### config.mk
export PLATFORM = sky130hd
export DESIGN_NAME = mem_bus_arbiter
export DESIGN_NICKNAME = d
export VERILOG_FILES = /design/src/rtl/mem_bus_arbiter_pkg.sv /design/src/rtl/mem_bus_arbiter_lane_align.sv /design/src/rtl/mem_bus_arbiter.sv
export SDC_FILE = /design/constraint.sdc
export NUM_CORES = 1
export LEC_CHECK = 0
export ABC_AREA = 1
export BUFFER_PORTS_ARGS = -buffer_cell sky130_fd_sc_hd__buf_2
export CORE_UTILIZATION = 38
export DETAILED_ROUTE_END_ITERATION = 12
export MAX_ROUTING_LAYER = met4
export PLACE_DENSITY = 0.7
export SYNTH_ARGS = -nofsm -noshare
export SYNTH_HDL_FRONTEND = slang
export SYNTH_SLANG_ARGS = --single-unit
### constraint.sdc
create_clock -name clk -period 1.9 [get_ports clk]
set_clock_uncertainty 0.1 [all_clocks]
set_input_delay 0.285 -clock clk [delete_from_list [all_inputs] [get_ports clk]]
set_output_delay 0.285 -clock clk [all_outputs]
set_load 0.02 [all_outputs]
### src/rtl/mem_bus_arbiter_pkg.sv
// Shared definitions for the SRAM arbiter: ramOp codes, requester identity and op classification.
package mem_bus_arbiter_pkg;

  localparam logic [3:0] OP_NOP = 4'd0;
  localparam logic [3:0] OP_LB  = 4'd1;
  localparam logic [3:0] OP_LBU = 4'd2;
  localparam logic [3:0] OP_LH  = 4'd3;
  localparam logic [3:0] OP_LHU = 4'd4;
  localparam logic [3:0] OP_LW  = 4'd5;
  localparam logic [3:0] OP_SB  = 4'd6;
  localparam logic [3:0] OP_SH  = 4'd7;
  localparam logic [3:0] OP_SW  = 4'd8;

  typedef enum logic {REQ_IF, REQ_MEM} req_t;

  function automatic logic is_store_op(input logic [3:0] op);
    return (op == OP_SB) || (op == OP_SH) || (op == OP_SW);
  endfunction

endpackage

### src/rtl/mem_bus_arbiter_lane_align.sv
// Combinational byte-lane logic: byte enables, store lane replication and load extraction.
module mem_lane_align
  import mem_bus_arbiter_pkg::*;
(
  input  logic [3:0]  op,
  input  logic [1:0]  addr_lo,
  input  logic [31:0] wdata,
  input  logic [31:0] rdata,
  output logic [3:0]  be_n,
  output logic [31:0] wdata_rep,
  output logic [31:0] rdata_ext
);

  logic [7:0]  sel_byte;
  logic [15:0] sel_half;

  always_comb begin
    case (addr_lo)
      2'd0:    sel_byte = rdata[7:0];
      2'd1:    sel_byte = rdata[15:8];
      2'd2:    sel_byte = rdata[23:16];
      default: sel_byte = rdata[31:24];
    endcase
    sel_half = addr_lo[1] ? rdata[31:16] : rdata[15:0];
  end

  always_comb begin
    be_n      = 4'b0000;
    wdata_rep = wdata;
    rdata_ext = rdata;
    case (op)
      OP_LB:  begin be_n = ~(4'b0001 << addr_lo); rdata_ext = {{24{sel_byte[7]}}, sel_byte}; end
      OP_LBU: begin be_n = ~(4'b0001 << addr_lo); rdata_ext = {24'd0, sel_byte}; end
      OP_SB:  begin be_n = ~(4'b0001 << addr_lo); wdata_rep = {4{wdata[7:0]}}; end
      OP_LH:  begin be_n = addr_lo[1] ? 4'b0011 : 4'b1100; rdata_ext = {{16{sel_half[15]}}, sel_half}; end
      OP_LHU: begin be_n = addr_lo[1] ? 4'b0011 : 4'b1100; rdata_ext = {16'd0, sel_half}; end
      OP_SH:  begin be_n = addr_lo[1] ? 4'b0011 : 4'b1100; wdata_rep = {2{wdata[15:0]}}; end
      default: ;
    endcase
  end

endmodule

### src/rtl/mem_bus_arbiter.sv
// Two-requester arbiter and fixed-wait-state sequencer for the shared 32-bit async SRAM.
module mem_bus_arbiter
  import mem_bus_arbiter_pkg::*;
#(
  parameter int WAIT_CYCLES = 2,
  parameter int ADDR_W      = 20
) (
  input  logic              clk,
  input  logic              rst,
  input  logic              if_req,
  input  logic [31:0]       if_addr,
  output logic [31:0]       if_rdata,
  output logic              if_success,
  input  logic [3:0]        mem_op,
  input  logic [31:0]       mem_addr,
  input  logic [31:0]       mem_wdata,
  output logic [31:0]       mem_rdata,
  output logic              mem_success,
  output logic [ADDR_W-1:0] sram_addr,
  output logic [31:0]       sram_wdata,
  output logic              sram_data_oe,
  input  logic [31:0]       sram_rdata,
  output logic              sram_ce_n,
  output logic              sram_oe_n,
  output logic              sram_we_n,
  output logic [3:0]        sram_be_n
);

  localparam int CNT_W = (WAIT_CYCLES > 2) ? $clog2(WAIT_CYCLES) : 1;

  typedef enum logic [1:0] {ST_IDLE, ST_ACCESS, ST_DONE} state_t;

  state_t           state_reg;
  logic [CNT_W-1:0] cnt_reg;
  logic [3:0]       op_reg;
  logic [1:0]       addr_lo_reg;
  req_t             owner_reg;
  logic [31:0]      rdata_reg;

  logic        grant_mem, grant_if;
  logic [3:0]  req_op;
  logic [31:0] req_addr;
  logic [3:0]  align_op;
  logic [1:0]  align_lo;
  logic [3:0]  align_be_n;
  logic [31:0] align_wdata, align_rdata;
  logic        unused_addr_hi;

  // MEM has priority; an IF fetch is always a word read.
  assign grant_mem = (mem_op != OP_NOP);
  assign grant_if  = !grant_mem && if_req;
  assign req_op    = grant_mem ? mem_op : OP_LW;
  assign req_addr  = grant_mem ? mem_addr : if_addr;
  assign unused_addr_hi = ^req_addr[31:ADDR_W+2];

  // One lane aligner: request values while granting, latched values while accessing.
  assign align_op = (state_reg == ST_IDLE) ? req_op : op_reg;
  assign align_lo = (state_reg == ST_IDLE) ? req_addr[1:0] : addr_lo_reg;

  mem_lane_align u_lane_align (
    .op        (align_op),
    .addr_lo   (align_lo),
    .wdata     (mem_wdata),
    .rdata     (sram_rdata),
    .be_n      (align_be_n),
    .wdata_rep (align_wdata),
    .rdata_ext (align_rdata)
  );

  assign if_rdata  = rdata_reg;
  assign mem_rdata = rdata_reg;

  always_ff @(posedge clk) begin
    if (rst) begin
      state_reg    <= ST_IDLE;
      cnt_reg      <= '0;
      op_reg       <= OP_NOP;
      addr_lo_reg  <= 2'd0;
      owner_reg    <= REQ_IF;
      rdata_reg    <= 32'd0;
      if_success   <= 1'b0;
      mem_success  <= 1'b0;
      sram_addr    <= '0;
      sram_wdata   <= 32'd0;
      sram_data_oe <= 1'b0;
      sram_ce_n    <= 1'b1;
      sram_oe_n    <= 1'b1;
      sram_we_n    <= 1'b1;
      sram_be_n    <= 4'hF;
    end else begin
      case (state_reg)
        ST_IDLE: begin
          if (grant_mem || grant_if) begin
            state_reg    <= ST_ACCESS;
            owner_reg    <= grant_mem ? REQ_MEM : REQ_IF;
            op_reg       <= req_op;
            addr_lo_reg  <= req_addr[1:0];
            cnt_reg      <= CNT_W'(WAIT_CYCLES - 1);
            sram_addr    <= req_addr[ADDR_W+1:2];
            sram_wdata   <= align_wdata;
            sram_be_n    <= align_be_n;
            sram_ce_n    <= 1'b0;
            sram_oe_n    <= is_store_op(req_op);
            sram_we_n    <= !is_store_op(req_op);
            sram_data_oe <= is_store_op(req_op);
          end
        end
        ST_ACCESS: begin
          if (cnt_reg == '0) begin
            state_reg    <= ST_DONE;
            rdata_reg    <= align_rdata;
            if_success   <= (owner_reg == REQ_IF);
            mem_success  <= (owner_reg == REQ_MEM);
            sram_ce_n    <= 1'b1;
            sram_oe_n    <= 1'b1;
            sram_we_n    <= 1'b1;
            sram_be_n    <= 4'hF;
            sram_data_oe <= 1'b0;
          end else begin
            cnt_reg <= cnt_reg - 1'b1;
            // Release we_n for the final access cycle so store data is held past the write edge.
            if (cnt_reg == CNT_W'(1)) sram_we_n <= 1'b1;
          end
        end
        ST_DONE: begin
          state_reg   <= ST_IDLE;
          if_success  <= 1'b0;
          mem_success <= 1'b0;
        end
        default: state_reg <= ST_IDLE;
      endcase
    end
  end

endmodule

==> results by group, run 1 <==
Run status
  • Status: finished, violations left
  • Failing checks: setup timing

Routing
  • Wire per inst: 14.09 um
  • Routed vias: 6031
  • Number of remaining DRC errors: 0
  • Vias/cell: 5.005
  • Final WL: 16980 um
  • Initial DRC count: 446
  • Pre-Repair DR Iteration Count: 5
  • Detail Route Antenna Nets: 0

CTS
  • Num Clock Sinks: 104
  • Clock Latency Late Sink: 0.35 ns
  • Total CTS buffers: 9
  • CTS tree: built
  • Clk pin slew, worst setup/hold paths: 0.08 ns
  • Clock Path Buffers: 2
  • H-tree depth: 3
  • Root Driver: clkbuf_16
  • Hold Buf Count CTS: 0

Critical path
  • Worst Path Required: 2.05 ns
  • Crit path cell chain: nor2_4, buf_12, nand3b_2, nand2_4, nand2_2, nand2_2, nand2_4, buf_12, or2_2, nand3_1, nand2_1
  • Critical path origin: state_reg[0]
  • Worst path slowest cell: dfxtp_2
  • Reg2Reg Launch Point: state_reg[0]
  • Type of destination of the critical path: flop
  • CP peak stage delay: 0.34 ns
  • Critical path class: flop to flop
  • CP Max Fanout: 18
  • Crit start category: flop
  • Worst Path Arrival: 2.06 ns
  • Worst R2R Setup Slack: -0.009 ns

Synth
  • Syn avg cell area: 7.092 um2
  • Seq/Total Area, Yosys: 37.16%
  • Synth Instances: 790
  • Yosys warnings: 0
  • Synth Net Count: 925
  • Post-Syn Area: 5603 um2
  • Ys flop type: dfxtp_1
  • Unique masters post-synth: 39
  • Asr flop ratio synth: 0%
  • Post-synth EDFFs: 0
  • Synth Register Bits: 104

Global routing
  • First-pass GRT wire length: 26010 um
  • Initial antenna violation count: 0
  • Vias in the first global route: 5209
  • Grt total ovfl: 0
  • Largest net degree at the start of global routing: 80
  • Total Routing Usage GR: 22.64%

Power and ir drop
  • Sw frac: 38.29%
  • Comb power frac: 37.9%
  • Clock network power share: 26.7%
  • NetSw: 0.002848 W
  • Leak: 3.901 nW
  • Sequential power share: 35.3%
  • Worst vdd ir: 0.0005005 V
  • Pwr/cell area: 996.3 nW/um2
  • Internal power: 0.004589 W

Finish
  • Final nets: 1151
  • FILL cells: 1469
  • Layout cell share with drive strength beyond 1: 38.10%
  • ANT cells: 0
  • Commonest cells after routing, fill and taps aside: buf_2, nand2_1, dfxtp_1
  • Most common cell after layout, fill and taps aside: buf_2
  • Area Growth Syn to Fin: 33.23%

STA
  • Hold Vio Cnt, Final: 0
  • Part of the cycle the worst path needs: 100.5%
  • Final setup viols: 1
  • Count of final max-slew check failures: 0
  • Max transition margin: 66.39%
  • RSZ-0062 raised after global routing: true
  • WHS: 0.08212 ns
  • Worst-Margin Slew: 0.5035 ns
  • Setup TNS: -0.008867 ns
  • Crit path time final: 1.909 ns
  • Fmax: 0.5239 GHz
  • Final setup margin: -0.008867 ns

Die
  • Die area: 15230 um2
  • Core area: 14480 um2
  • I/O pins: 261
  • Initial Util: 38.70%
  • Core Rows: 44
  • Die Wd: 123.4 um
  • Die Ht: 123.4 um

Placement
  • HPWL Detailed: 12180 um
  • GPL Wtd Cong: 0.9015
  • IO buf count: 240

Min path
  • Hold_sp: mem_addr[10]
  • Hold crit path type: input pin to flop

Run
  • Max Cap Viol: 0
cells by family (layout without fill, tap and decap cells):
logic type | Yosys count | count (layout) | share of synthesized area (%)
flops | 104 | 104 | 37.16
simple gates | 331 | 331 | 27.89
compound gates | 211 | 211 | 22.22
buf+inv | 144 | 375 | 12.73
final cells by class:
| type | count | area (um2) | area share, % |
|---|---|---|---|
| well taps | 184 | 230.2 | 3.084 |
| flip-flops and latches | 104 | 2085 | 27.92 |
| clock buffers | 9 | 225.2 | 3.017 |
| inverters | 67 | 260.3 | 3.486 |
| repair buffers | 292 | 1717 | 23.00 |
| multi-input cells | 542 | 2860 | 38.32 |
| clock inverters | 7 | 87.58 | 1.173 |
power groups by stage:
stage	clock network, W	logic (W)	registers, W
after detailed placement	0	0.00268	0.00267
after global placement	0	0.00266	0.00267
after global routing	0.00212	0.00308	0.00267
final	0.00199	0.00282	0.00263
after floorplan	0	0.00150	0.00299
after CTS	0.00203	0.00271	0.00263
layer usage:
layer  track usage, %  up-vias  share of wire, %
met3            5.720       34               7.4
met5                -        -                 0
li1                 -     3044                 -
met2            34.50      238                46
met4            7.304        0               2.2
met1            29.22     2715                44
timing repair:
item | in CTS | in global routing
endpoints found under the setup margin | 20 | 53
resized for setup | 5 | 21
setup buffers | 0 | 6
pin swaps | 0 | 3
gates cloned | 0 | 1
hold endpoints to repair | 0 | 0
stage by stage:
step	utilization, %	total power, W	worst slack [ns]	std cells	area [um2]
floorplan	-	0.004494	0.1143	790	5603
global placement	48.33	0.005334	-0.1232	1182	6998
detailed placement	48.33	0.005357	-0.1420	1182	6998
CTS	50.61	0.007364	0.001736	1198	7328
global route	51.56	0.007875	-0.1295	1205	7465
finish	51.56	0.007437	-0.008867	1205	7465
Yosys cell counts, types with 12 or more instances:
| library cell | number | area [um2] |
|---|---|---|
| clkbuf_1 | 26 | 97.59 |
| inv_1 | 55 | 206.5 |
| o211ai_1 | 17 | 127.6 |
| a21oi_1 | 52 | 260.3 |
| a31oi_1 | 22 | 137.6 |
| inv_2 | 12 | 45.04 |
| dfxtp_1 | 104 | 2082 |
| nor2_1 | 24 | 90.09 |
| nand2_1 | 197 | 739.5 |
| nand3_1 | 68 | 340.3 |
| buf_4 | 32 | 240.2 |
| o21ai_0 | 81 | 405.4 |
path summary, 6_finish.rpt:
check | to | cells after the start
hold reg to reg | sram_ce_n | 2
setup / recovery | if_rdata[6] | 11
hold / removal | sram_addr[8] | 3
setup reg to reg | if_rdata[6] | 11
critical path, delay by kind of cell, from the launching register on:
family / cells / cell delay, ns
buffers and inverters: 2 / 0.31
and+or+nand+nor: 9 / 1.06
DFF: 1 / 0.34
Power figures use the tool's default switching activity.
==> run 2: changes to the inputs <==
Settings changed: BUFFER_PORTS_ARGS -buffer_cell sky130_fd_sc_hd__buf_2 to default, DONT_BUFFER_PORTS from default to 1, PLACE_DENSITY 0.7 to 0.54.
==> run 2 against run 1 <==
Compared with the run above: the flow still finishes with violations (setup timing); worst hold slack got worse by 0.065 ns; highest routed layer unchanged; power down 6.0%; sequential share of layout area is 2.8 points higher; clock power shrank 10%; cell count shrank 16%; core utilization decreased by 4.6 points; largest cell class unchanged; via count decreased by 9.8%; global-route usage up 0.33 points.
==> results by group, run 2 (same netlist as run 1, synthesis figures left out) <==
Critical path
  • Crit start category: flop
  • Reg2reg end: if_rdata[2]
  • Worst path slowest cell: dfxtp_2
  • Worst Path Buf+Inv: 3 (+1)
  • R2R depth: 11 (unchanged)
  • CP Depth: 11 (unchanged)
  • Critical path class: flop to flop
  • Type of destination of the critical path: flop
  • Top Family by Delay on Critical Path: simple AND/OR/NAND/NOR gates
  • Crit path cell chain: nor2_4, buf_6, o21ai_2, inv_2, nand2_2, nand2_4, nand2_8, clkbuf_16, or2_2, nand3_1, nand2_1
  • Critical path capture point: if_rdata[2]
  • Worst R2R Setup Slack: -0.01 ns (about the same)
  • CP peak stage delay: 0.34 ns (about the same)
  • Worst Path Required: 2.05 ns (about the same)
  • Worst Path Arrival: 2.07 ns (about the same)
  • Reg2Reg Launch Point: state_reg[0]
  • Critical path origin: state_reg[0]
  • CP Max Fanout: 6 (-12)

Die
  • Die Wd: 123.4 um (unchanged)
  • Die Ht: 123.4 um (unchanged)
  • Initial Util: 38.70% (unchanged)
  • Core Rows: 44 (unchanged)
  • Die area: 15230 um2 (unchanged)
  • Core area: 14480 um2 (unchanged)
  • I/O pins: 261 (unchanged)

Global routing
  • Initial antenna violation count: 0 (unchanged)
  • Vias in the first global route: 5170 (-0.75%)
  • Largest net degree at the start of global routing: 38 (-53%)
  • Grt total ovfl: 0 (unchanged)
  • First-pass GRT wire length: 26070 um (+0.24%)
  • Total Routing Usage GR: 22.97% (+0.33 points)

Power and ir drop
  • Leak: 3.066 nW (-21%)
  • Power Total: 0.006989 W (-6.0%)
  • Pwr/cell area: 1029 nW/um2 (+3.3%)
  • Worst vdd ir: 0.0004088 V (-18%)

Placement
  • Placement Cell Area: 5824 um2 (-17%)
  • HPWL Detailed: 12210 um (+0.26%)
  • IO buf count: 0 (-100%)
  • GPL Wtd Cong: 0.8546 (-5.2%)

CTS
  • Clock Path Buffers: 2 (unchanged)
  • Num Clock Sinks: 104 (unchanged)
  • CTS tree: built
  • Total CTS buffers: 9 (unchanged)
  • Clock Latency Late Sink: 0.35 ns (about the same)
  • Root Driver: clkbuf_16
  • Clk pin slew, worst setup/hold paths: 0.07 ns (about the same)
  • H-tree depth: 3 (unchanged)

Min path
  • Hold crit path type: input pin to flop

Routing
  • Detail Route Antenna Nets: 0 (unchanged)
  • Wire per inst: 16.87 um (+20%)
  • Vias/cell: 5.369 (+7.3%)
  • Initial DRC count: 354 (-21%)
  • Routed vias: 5439 (-9.8%)
  • Pre-Repair DR Iteration Count: 7 (+2)
  • Number of remaining DRC errors: 0 (unchanged)
  • Final WL: 17090 um (+0.64%)

STA
  • Worst-Margin Slew: 0.4587 ns (-0.04487 ns)
  • Part of the cycle the worst path needs: 100.7% (+0.20 points)
  • Fmax: 0.5228 GHz (-0.20%)
  • Final setup viols: 4 (+3)
  • Final setup margin: -0.01273 ns (-0.003867 ns)
  • Crit path time final: 1.913 ns (+0.003867 ns)
  • Max transition margin: 69.38% (+3.0 points)
  • Hold Vio Cnt, Final: 0 (unchanged)
  • Count of final max-slew check failures: 0 (unchanged)
  • Setup TNS: -0.03285 ns (-0.02398 ns)
  • RSZ-0062 raised after global routing: true

Finish
  • FF/Latch Area: 2085 um2 (unchanged)
  • Area Growth Syn to Fin: 21.24%
  • Layout cell share with drive strength beyond 1: 20.02% (-18 points)
  • Most common cell after layout, fill and taps aside: nand2_1
  • Cell area after layout: 6793 um2 (-9.0%)
  • Layout Utilization: 46.92% (-4.6 points)
  • FILL cells: 1413 (-3.8%)
  • Commonest cells after routing, fill and taps aside: nand2_1, dfxtp_1, o21ai_0
  • Area of the multi-input gates: 2942 um2 (+2.8%)
  • ANT cells: 0 (unchanged)
  • Final nets: 959 (-17%)

Run status
  • Failing checks: setup timing
  • Status: finished, violations left

Run
  • Max Cap Viol: 0 (unchanged)
-- run 2: cell count changes in the layout (fill, tap and decap cells not counted), sizes merged --
cell	delta
buf	-232
bufinv	-1
clkinv	+1
dlygate4sd3	+40
-- run 2: final cells by class --
| cell class | instances | area share, % |
|---|---|---|
| Clock inverter | 7 | 0.8105 |
| Sequential cell | 104 | 30.69 |
| Inverter | 67 | 3.923 |
| Timing Repair Buffer | 100 | 14.57 |
| Clock buffer | 9 | 3.316 |
| Tap cell | 184 | 3.389 |
| Multi-Input combinational cell | 542 | 43.30 |
-- run 2: how the worst min path moves through the flow --
stage                        startpoint             end  slack, ns  cells past startpoint
final                      mem_wdata[5]   sram_wdata[5]       0.02                      2
after global routing        if_addr[20]   sram_addr[18]       0.02                      2
after CTS                 mem_wdata[15]  sram_wdata[15]      0.002                      2
after detailed placement            rst       owner_reg       0.26                      1
after global placement              rst       owner_reg       0.26                      1
after floorplan               op_reg[2]       op_reg[2]       0.33                      2
-- run 2: report_power, final --
part | total [W] | switching [W] | internal (W)
combinational | 0.00210 | 0.00123 | 0.000877
sequential | 0.00309 | 0.000622 | 0.00247
clock | 0.00179 | 0.000886 | 0.000904
-- run 2: metal layers --
metal | up-vias | track usage (%) | wire [um]
met1 | 2511 | 26.41 | 6912
met4 | 0 | 9.714 | 443
met3 | 26 | 5.858 | 1537
li1 | 2657 | - | -
met5 | - | - | 0
met2 | 245 | 37.85 | 8193
-- run 2: per-stage QoR --
stage / hold slack, ns / setup WS [ns] / cells
6_report: 0.01731 / -0.01273 / 1013
3_3_place_gp: 0.2594 / -0.05159 / 949
3_5_place_dp: 0.2591 / -0.1072 / 949
2_1_floorplan: 0.3312 / 0.1143 / 790
4_1_cts: 0.002499 / -0.02114 / 1009
5_1_grt: 0.01792 / -0.1473 / 1013
-- run 2: repair_timing --
item | CTS | global route
endpoints found under the hold margin | 35 | 0
setup buffers | 4 | 3
setup endpoints to repair | 34 | 68
pin swaps | 4 | 5
hold buffers | 40 | 0
gates resized for setup | 19 | 34
cloned | 0 | 1
